**src/rtl/accum_tile_sequencer.sv**
```systemverilog
// Walks output-tile coordinates for the systolic array and drives column-skewed accumulator writes.
// Optional perf counters (perf_cycles, perf_stalls) are built when ACCUM_SEQ_PERF_EN is defined.
module accum_tile_sequencer #(
  parameter int SYS_ARR_ROWS = 16,
  parameter int SYS_ARR_COLS = 16,
  parameter int MAX_OUT_ROWS = 128,
  parameter int MAX_OUT_COLS = 128,
  parameter int MAX_K_TILES  = 8,
  localparam int NUM_SUBMATS_M  = MAX_OUT_ROWS / SYS_ARR_ROWS,
  localparam int NUM_SUBMATS_N  = MAX_OUT_COLS / SYS_ARR_COLS,
  localparam int NUM_ACCUM_ROWS = MAX_OUT_ROWS * NUM_SUBMATS_N,
  localparam int AW = $clog2(NUM_ACCUM_ROWS),
  localparam int MW = $clog2(NUM_SUBMATS_M),
  localparam int NW = $clog2(NUM_SUBMATS_N),
  localparam int KW = $clog2(MAX_K_TILES),
  localparam int CW = $clog2(SYS_ARR_ROWS)
) (
  input  logic                       clk,
  input  logic                       reset,
  input  logic                       start,
  input  logic [MW-1:0]              num_m_m1,
  input  logic [NW-1:0]              num_n_m1,
  input  logic [KW-1:0]              num_k_m1,
  input  logic                       stall,
  output logic                       busy,
  output logic                       done,
  output logic                       issue_valid,
  output logic [CW-1:0]              sys_arr_count,
  output logic [MW-1:0]              submat_m,
  output logic [NW-1:0]              submat_n,
`ifdef ACCUM_SEQ_PERF_EN
  output logic [31:0]                perf_cycles,
  output logic [31:0]                perf_stalls,
`endif
  output logic [SYS_ARR_COLS-1:0]    wr_en,
  output logic [SYS_ARR_COLS-1:0]    wr_acc,
  output logic [AW*SYS_ARR_COLS-1:0] wr_addr
);

  localparam int DW = $clog2(SYS_ARR_COLS);
  localparam logic [CW-1:0] CNT_LAST   = CW'(SYS_ARR_ROWS - 1);
  localparam logic [DW-1:0] DRAIN_LAST = DW'(SYS_ARR_COLS - 1);

  typedef enum logic [1:0] {IDLE, RUN, DRAIN} state_t;

  state_t        state_reg;
  logic          busy_reg, done_reg, issue_reg;
  logic [CW-1:0] cnt_reg;
  logic [KW-1:0] k_reg, nk_reg;
  logic [MW-1:0] m_reg, nm_reg;
  logic [NW-1:0] n_reg, nn_reg;
  logic [DW-1:0] drain_reg;

  logic          last_row;
  logic [AW-1:0] head_addr;
  logic          head_acc;

  assign last_row = (cnt_reg == CNT_LAST) && (k_reg == nk_reg) &&
                    (m_reg == nm_reg) && (n_reg == nn_reg);

  // The counters always show the most recently issued row; an unstalled edge moves to the next one.
  always_ff @(posedge clk) begin
    if (reset) begin
      state_reg <= IDLE;
      busy_reg  <= 1'b0;
      done_reg  <= 1'b0;
      issue_reg <= 1'b0;
      cnt_reg   <= '0;
      k_reg     <= '0;
      m_reg     <= '0;
      n_reg     <= '0;
      nk_reg    <= '0;
      nm_reg    <= '0;
      nn_reg    <= '0;
      drain_reg <= '0;
    end else begin
      done_reg <= 1'b0;
      case (state_reg)
        IDLE: begin
          if (start) begin
            state_reg <= RUN;
            busy_reg  <= 1'b1;
            issue_reg <= 1'b1;
            nm_reg    <= num_m_m1;
            nn_reg    <= num_n_m1;
            nk_reg    <= num_k_m1;
            cnt_reg   <= '0;
            k_reg     <= '0;
            m_reg     <= '0;
            n_reg     <= '0;
          end
        end
        RUN: begin
          if (stall) begin
            issue_reg <= 1'b0;
          end else if (last_row) begin
            issue_reg <= 1'b0;
            state_reg <= DRAIN;
            drain_reg <= '0;
          end else begin
            issue_reg <= 1'b1;
            if (cnt_reg != CNT_LAST) begin
              cnt_reg <= cnt_reg + 1'b1;
            end else begin
              cnt_reg <= '0;
              if (k_reg != nk_reg) begin
                k_reg <= k_reg + 1'b1;
              end else begin
                k_reg <= '0;
                if (m_reg != nm_reg) begin
                  m_reg <= m_reg + 1'b1;
                end else begin
                  m_reg <= '0;
                  n_reg <= n_reg + 1'b1;
                end
              end
            end
          end
        end
        DRAIN: begin
          if (drain_reg == DRAIN_LAST) begin
            state_reg <= IDLE;
            busy_reg  <= 1'b0;
            done_reg  <= 1'b1;
          end else begin
            drain_reg <= drain_reg + 1'b1;
          end
        end
        default: state_reg <= IDLE;
      endcase
    end
  end

  assign busy          = busy_reg;
  assign done          = done_reg;
  assign issue_valid   = issue_reg;
  assign sys_arr_count = cnt_reg;
  assign submat_m      = m_reg;
  assign submat_n      = n_reg;

  assign head_addr = AW'(n_reg) * AW'(MAX_OUT_ROWS) + AW'(m_reg) * AW'(SYS_ARR_ROWS) + AW'(cnt_reg);
  assign head_acc  = (k_reg != '0);

  // Column gi is column gi-1 delayed one cycle; the chain never stalls, so bubbles travel diagonally.
  for (genvar gi = 0; gi < SYS_ARR_COLS; gi++) begin : g_col
    logic          en_src, acc_src;
    logic [AW-1:0] addr_src;
    logic          en_reg, acc_reg;
    logic [AW-1:0] addr_reg;

    if (gi == 0) begin : g_head
      assign en_src   = issue_reg;
      assign acc_src  = head_acc;
      assign addr_src = head_addr;
    end else begin : g_tail
      assign en_src   = g_col[gi-1].en_reg;
      assign acc_src  = g_col[gi-1].acc_reg;
      assign addr_src = g_col[gi-1].addr_reg;
    end

    always_ff @(posedge clk) begin
      if (reset) begin
        en_reg   <= 1'b0;
        acc_reg  <= 1'b0;
        addr_reg <= '0;
      end else begin
        en_reg   <= en_src;
        acc_reg  <= acc_src;
        addr_reg <= addr_src;
      end
    end

    assign wr_en[gi]              = en_reg;
    assign wr_acc[gi]             = acc_reg;
    assign wr_addr[gi*AW +: AW]   = addr_reg;
  end

`ifdef ACCUM_SEQ_PERF_EN
  logic [31:0] perf_cycles_reg, perf_stalls_reg;

  always_ff @(posedge clk) begin
    if (reset) begin
      perf_cycles_reg <= '0;
      perf_stalls_reg <= '0;
    end else if (state_reg == IDLE && start) begin
      perf_cycles_reg <= '0;
      perf_stalls_reg <= '0;
    end else begin
      if (busy_reg && perf_cycles_reg != '1) begin
        perf_cycles_reg <= perf_cycles_reg + 1'b1;
      end
      if (state_reg == RUN && stall && perf_stalls_reg != '1) begin
        perf_stalls_reg <= perf_stalls_reg + 1'b1;
      end
    end
  end

  assign perf_cycles = perf_cycles_reg;
  assign perf_stalls = perf_stalls_reg;
`endif

endmodule

```
**config.mk**
```make
export PLATFORM = sky130hd
export DESIGN_NAME = accum_tile_sequencer
export DESIGN_NICKNAME = d
export VERILOG_FILES = /design/src/rtl/accum_tile_sequencer.sv
export SDC_FILE = /design/constraint.sdc
export NUM_CORES = 1
export LEC_CHECK = 0
export CAP_MARGIN = 20
export CORE_MARGIN = 3
export CORE_UTILIZATION = 49
export CTS_CLUSTER_DIAMETER = 30
export CTS_CLUSTER_SIZE = 28
export DETAILED_ROUTE_END_ITERATION = 16
export GPL_TIMING_DRIVEN = 0
export HOLD_SLACK_MARGIN = 0.05
export PLACE_DENSITY_LB_ADDON = 0.3
export SYNTH_ARGS = -nofsm -noshare
export SYNTH_HDL_FRONTEND = slang
export SYNTH_SLANG_ARGS = --single-unit
```
**constraint.sdc**
```tcl
create_clock -name clk -period 3.3 [get_ports clk]
set_input_delay 0.495 -clock clk [delete_from_list [all_inputs] [get_ports clk]]
set_output_delay 0.495 -clock clk [all_outputs]
set_load 0.1 [all_outputs]
```
==> key figures <==
Synthesis
  – Synth Area in XOR/XNOR: 0.01392
  – Leading area contributor after synthesis: dfxtp_1
  – Asr flop ratio synth: 0
  – Largest family of logic cells by synthesized area: simple AND/OR/NAND/NOR gates
  – Sequential element share of the synthesized area: 0.6449
  – Net Count, Synth: roughly 640
  – Syn_area_per_cell: 11.17 sq um
  – Most area-consuming cells after synthesis: dfxtp_1 (64%), nor2b_1 (17%), buf_4 (3.5%), clkbuf_1 (1.4%), a21oi_1 (1.2%)
  – Top_reg_cell synth: dfxtp_1
  – Cells after synthesis: between 600 and 700
  – Simple-gate portion of the synthesized area: 0.2306
  – Post-synthesis mux area share: 0.005241
  – Top post-synthesis cells by count: dfxtp_1 (223), nor2b_1 (187), buf_4 (32)
  – Share of the synthesized area in the top cell type: 0.6449
  – Post-synth EDFFs: 0
  – Post-Syn Area: 0.006923 sq mm
  – Post-Synth Adder-Cell Area: 0.01084
  – Yosys cell types: 48
  – Compound-gate portion of the synthesized area: 0.03976
  – Top-count cell post-synth: dfxtp_1
  – Yosys warnings: 0
  – #FFs+latches synth: 223

Setup path
  – Family with the most delay on the worst path: buffers and inverters
  – Crit-path cells: clkdlybuf4s50_1
  – Slowest CP cell: clkdlybuf4s50_1
  – Crit-path max FO: 5
  – CP Class: reg -> out
  – WP data arrival: 2170 ps
  – Critical Path RT: about 2800 ps
  – Start point of the critical path: submat_n[0]
  – CP Launch Type: flip-flop
  – FF-to-FF Start: sys_arr_count[0]
  – Largest stage delay, worst path: 1190 ps
  – Nature of the critical path endpoint: primary output
  – Buffers and inverters on the worst path: 1

Placed design
  – Routability Congestion: 0.8121
  – DP HPWL: between 10 and 15 mm
  – DP Cell Count: 1013
  – Port Buffers: 217
  – DP Area: around 0.0093 sq mm

Floorplan
  – Horiz. Die Dim: 124.9 um
  – Core Region: between 0.01 and 0.015 sq mm
  – # IOs: 218
  – Die Y-Extent: about 120 um
  – Die Area: 0.01559 sq mm
  – # rows: 42
  – Initial Utilization: 0.5126

STA
  – Worst-Margin Slew: ~1100 ps
  – Slew headroom: 0.2849
  – Final hold violation count: 0
  – RSZ-0062 raised after global routing: no
  – Min Tclk post-route: about 2700 ps
  – FMAX: 375.5 MHz
  – Worst Clk Skew: 17.28 ps
  – Final setup vio count: 0
  – Final Max Slew Viols: 0
  – Final worst path period share: 0.8071
  – Setup TNS: 0 ps

Clock network
  – CTS tree: built
  – Post-CTS Hold Fix Bufs: 0
  – Clock Tree Buf Depth: 3
  – Num CTS Buffers: 37
  – CTS resizes: 0
  – CTS sink cnt: 223
  – H-Tree Depth: 2
  – Worst-path clk slew: around 50 ps
  – Root buffer cell: clkbuf_16
  – Worst skew pair latency: 500 ps
  – Post-CTS setup buffer count: 0

Final layout
  – Max reg flops: 150
  – Sequential Area: 0.004464 sq mm
  – Share of layout cells above drive strength 1: 0.1127
  – Post-route cell area: 0.01060 sq mm
  – Final cell count without fillers: 1081
  – Fillers: 804
  – Nets: 895
  – Syn-to-layout area delta: 53.08%
  – Number of diodes: 0
  – Multi-input gate area: between 0.002 and 0.0025 sq mm

Route
  – Via count: about 5100
  – DR top layer: met4
  – Post-DRT Antenna Nets: 0
  – Drt drc: 0
  – Post-DR wirelength/cell: 15.68 um
  – Met3 wire length: 1.493 mm
  – Vias per Instance: 4.735
  – Routed wl met2: 8.509 mm
  – Final wirelength: 16.95 mm
  – Metal-1 WL: 6.605 mm
  – First-pass iteration count of the detailed router: 4
  – DR iter-0 viols: 173

Min path
  – Hold Crit Class: reg -> reg
  – Launch point of the worst hold path: g_col[7].addr_reg[5]

Power and ir drop
  – Tot Pwr: 6782 uW
  – PwrDens: 640.0 mW/mm^2
  – Leakage power: 0.004214 uW
  – Max VDD drop: 436.5 uV
  – NetSw: 1439 uW
  – Seq pwr share: 0.401
  – Net Sw Frac: 0.2121
  – Internal power: 5343 uW
  – Clk pwr share: 0.570
  – Fraction of power consumed by combinational cells: 0.029

Global route
  – Grt ovf: 0
  – Number of global-route vias before repair: 5219
  – Initial antenna violation count: 0
  – Total track usage: 0.2131
  – Pin count of the biggest net entering global routing: 12
  – First-pass GRT wire length: approximately 27 mm

Job
  – Max Cap Viol: 0

Run status
  – Outcome: finished, final reports clean
logic make-up (layout without fill, tap and decap cells):
kind of cell / Yosys count / after routing
buffers and inverters: 69 / 354
xor gates and xnor gates: 11 / 11
AOI/OAI and AO/OA: 42 / 42
DFF: 223 / 223
and+or+nand+nor: 266 / 266
adders and majority gates: 6 / 6
muxes: 3 / 3
layout by cell type (no fill, tap or decap), types with 4 or more instances in the layout:
cell type	count
nor3_1	4
a21oi_1	16
xor2_1	7
nand3_1	8
and3_1	4
clkdlybuf4s50_1	217
clkinv_2	6
bufinv_16	5
buf_4	32
clkbuf_1	34
ha_1	6
clkbuf_16	38
xnor2_1	4
nand2b_1	6
dfxtp_1	223
nand2_1	21
nor2b_1	187
inv_1	8
inv_6	4
nand4_1	4
nor2_1	14
o22ai_1	4
final timing paths:
kind	endpoint	slack (ps)	cells past startpoint
hold reg to reg	g_col[8].addr_reg[5]	450	1
hold / removal	g_col[8].addr_reg[5]	450	1
setup reg to reg	sys_arr_count[1]	970	6
setup / recovery	submat_n[0]	640	1
per-layer routing:
| metal | track usage | vias to the layer above |
|---|---|---|
| met1 | 0.2286 | 2396 |
| met2 | 0.3855 | 210 |
| li1 | - | 2483 |
| met5 | 0 | - |
| met4 | 0.07015 | 0 |
| met3 | 0.08062 | 30 |
layout make-up:
| class | instances | share of cell area |
|---|---|---|
| Sequential cell | 223 | 0.4212 |
| Tap cell | 176 | 0.02078 |
| Clock inverter | 20 | 0.02586 |
| Inverter | 8 | 0.002834 |
| Multi-Input combinational cell | 328 | 0.1962 |
| Buffer | 61 | 0.03294 |
| Timing Repair Buffer | 217 | 0.2050 |
| Clock buffer | 48 | 0.09516 |
power groups by stage:
stage,sequential [uW],combinational (uW),clock [uW]
CTS,2720,198,3940
global route,2720,213,4080
finish,2720,196,3860
floorplan,2800,104,0
global placement,2780,192,0
detailed placement,2780,196,0
per-stage QoR:
step | utilization | worst slack [ps] | hold slack [ps]
floorplan | - | 581.9 | 439.4
global placement | 0.6897 | 666.1 | 443.3
detailed placement | 0.6897 | 671.1 | 451.6
CTS | 0.7847 | 623.1 | 447.3
global route | 0.7847 | 599.6 | 455.8
finish | 0.7847 | 636.6 | 446.7
(Power assumes the default switching activity.)
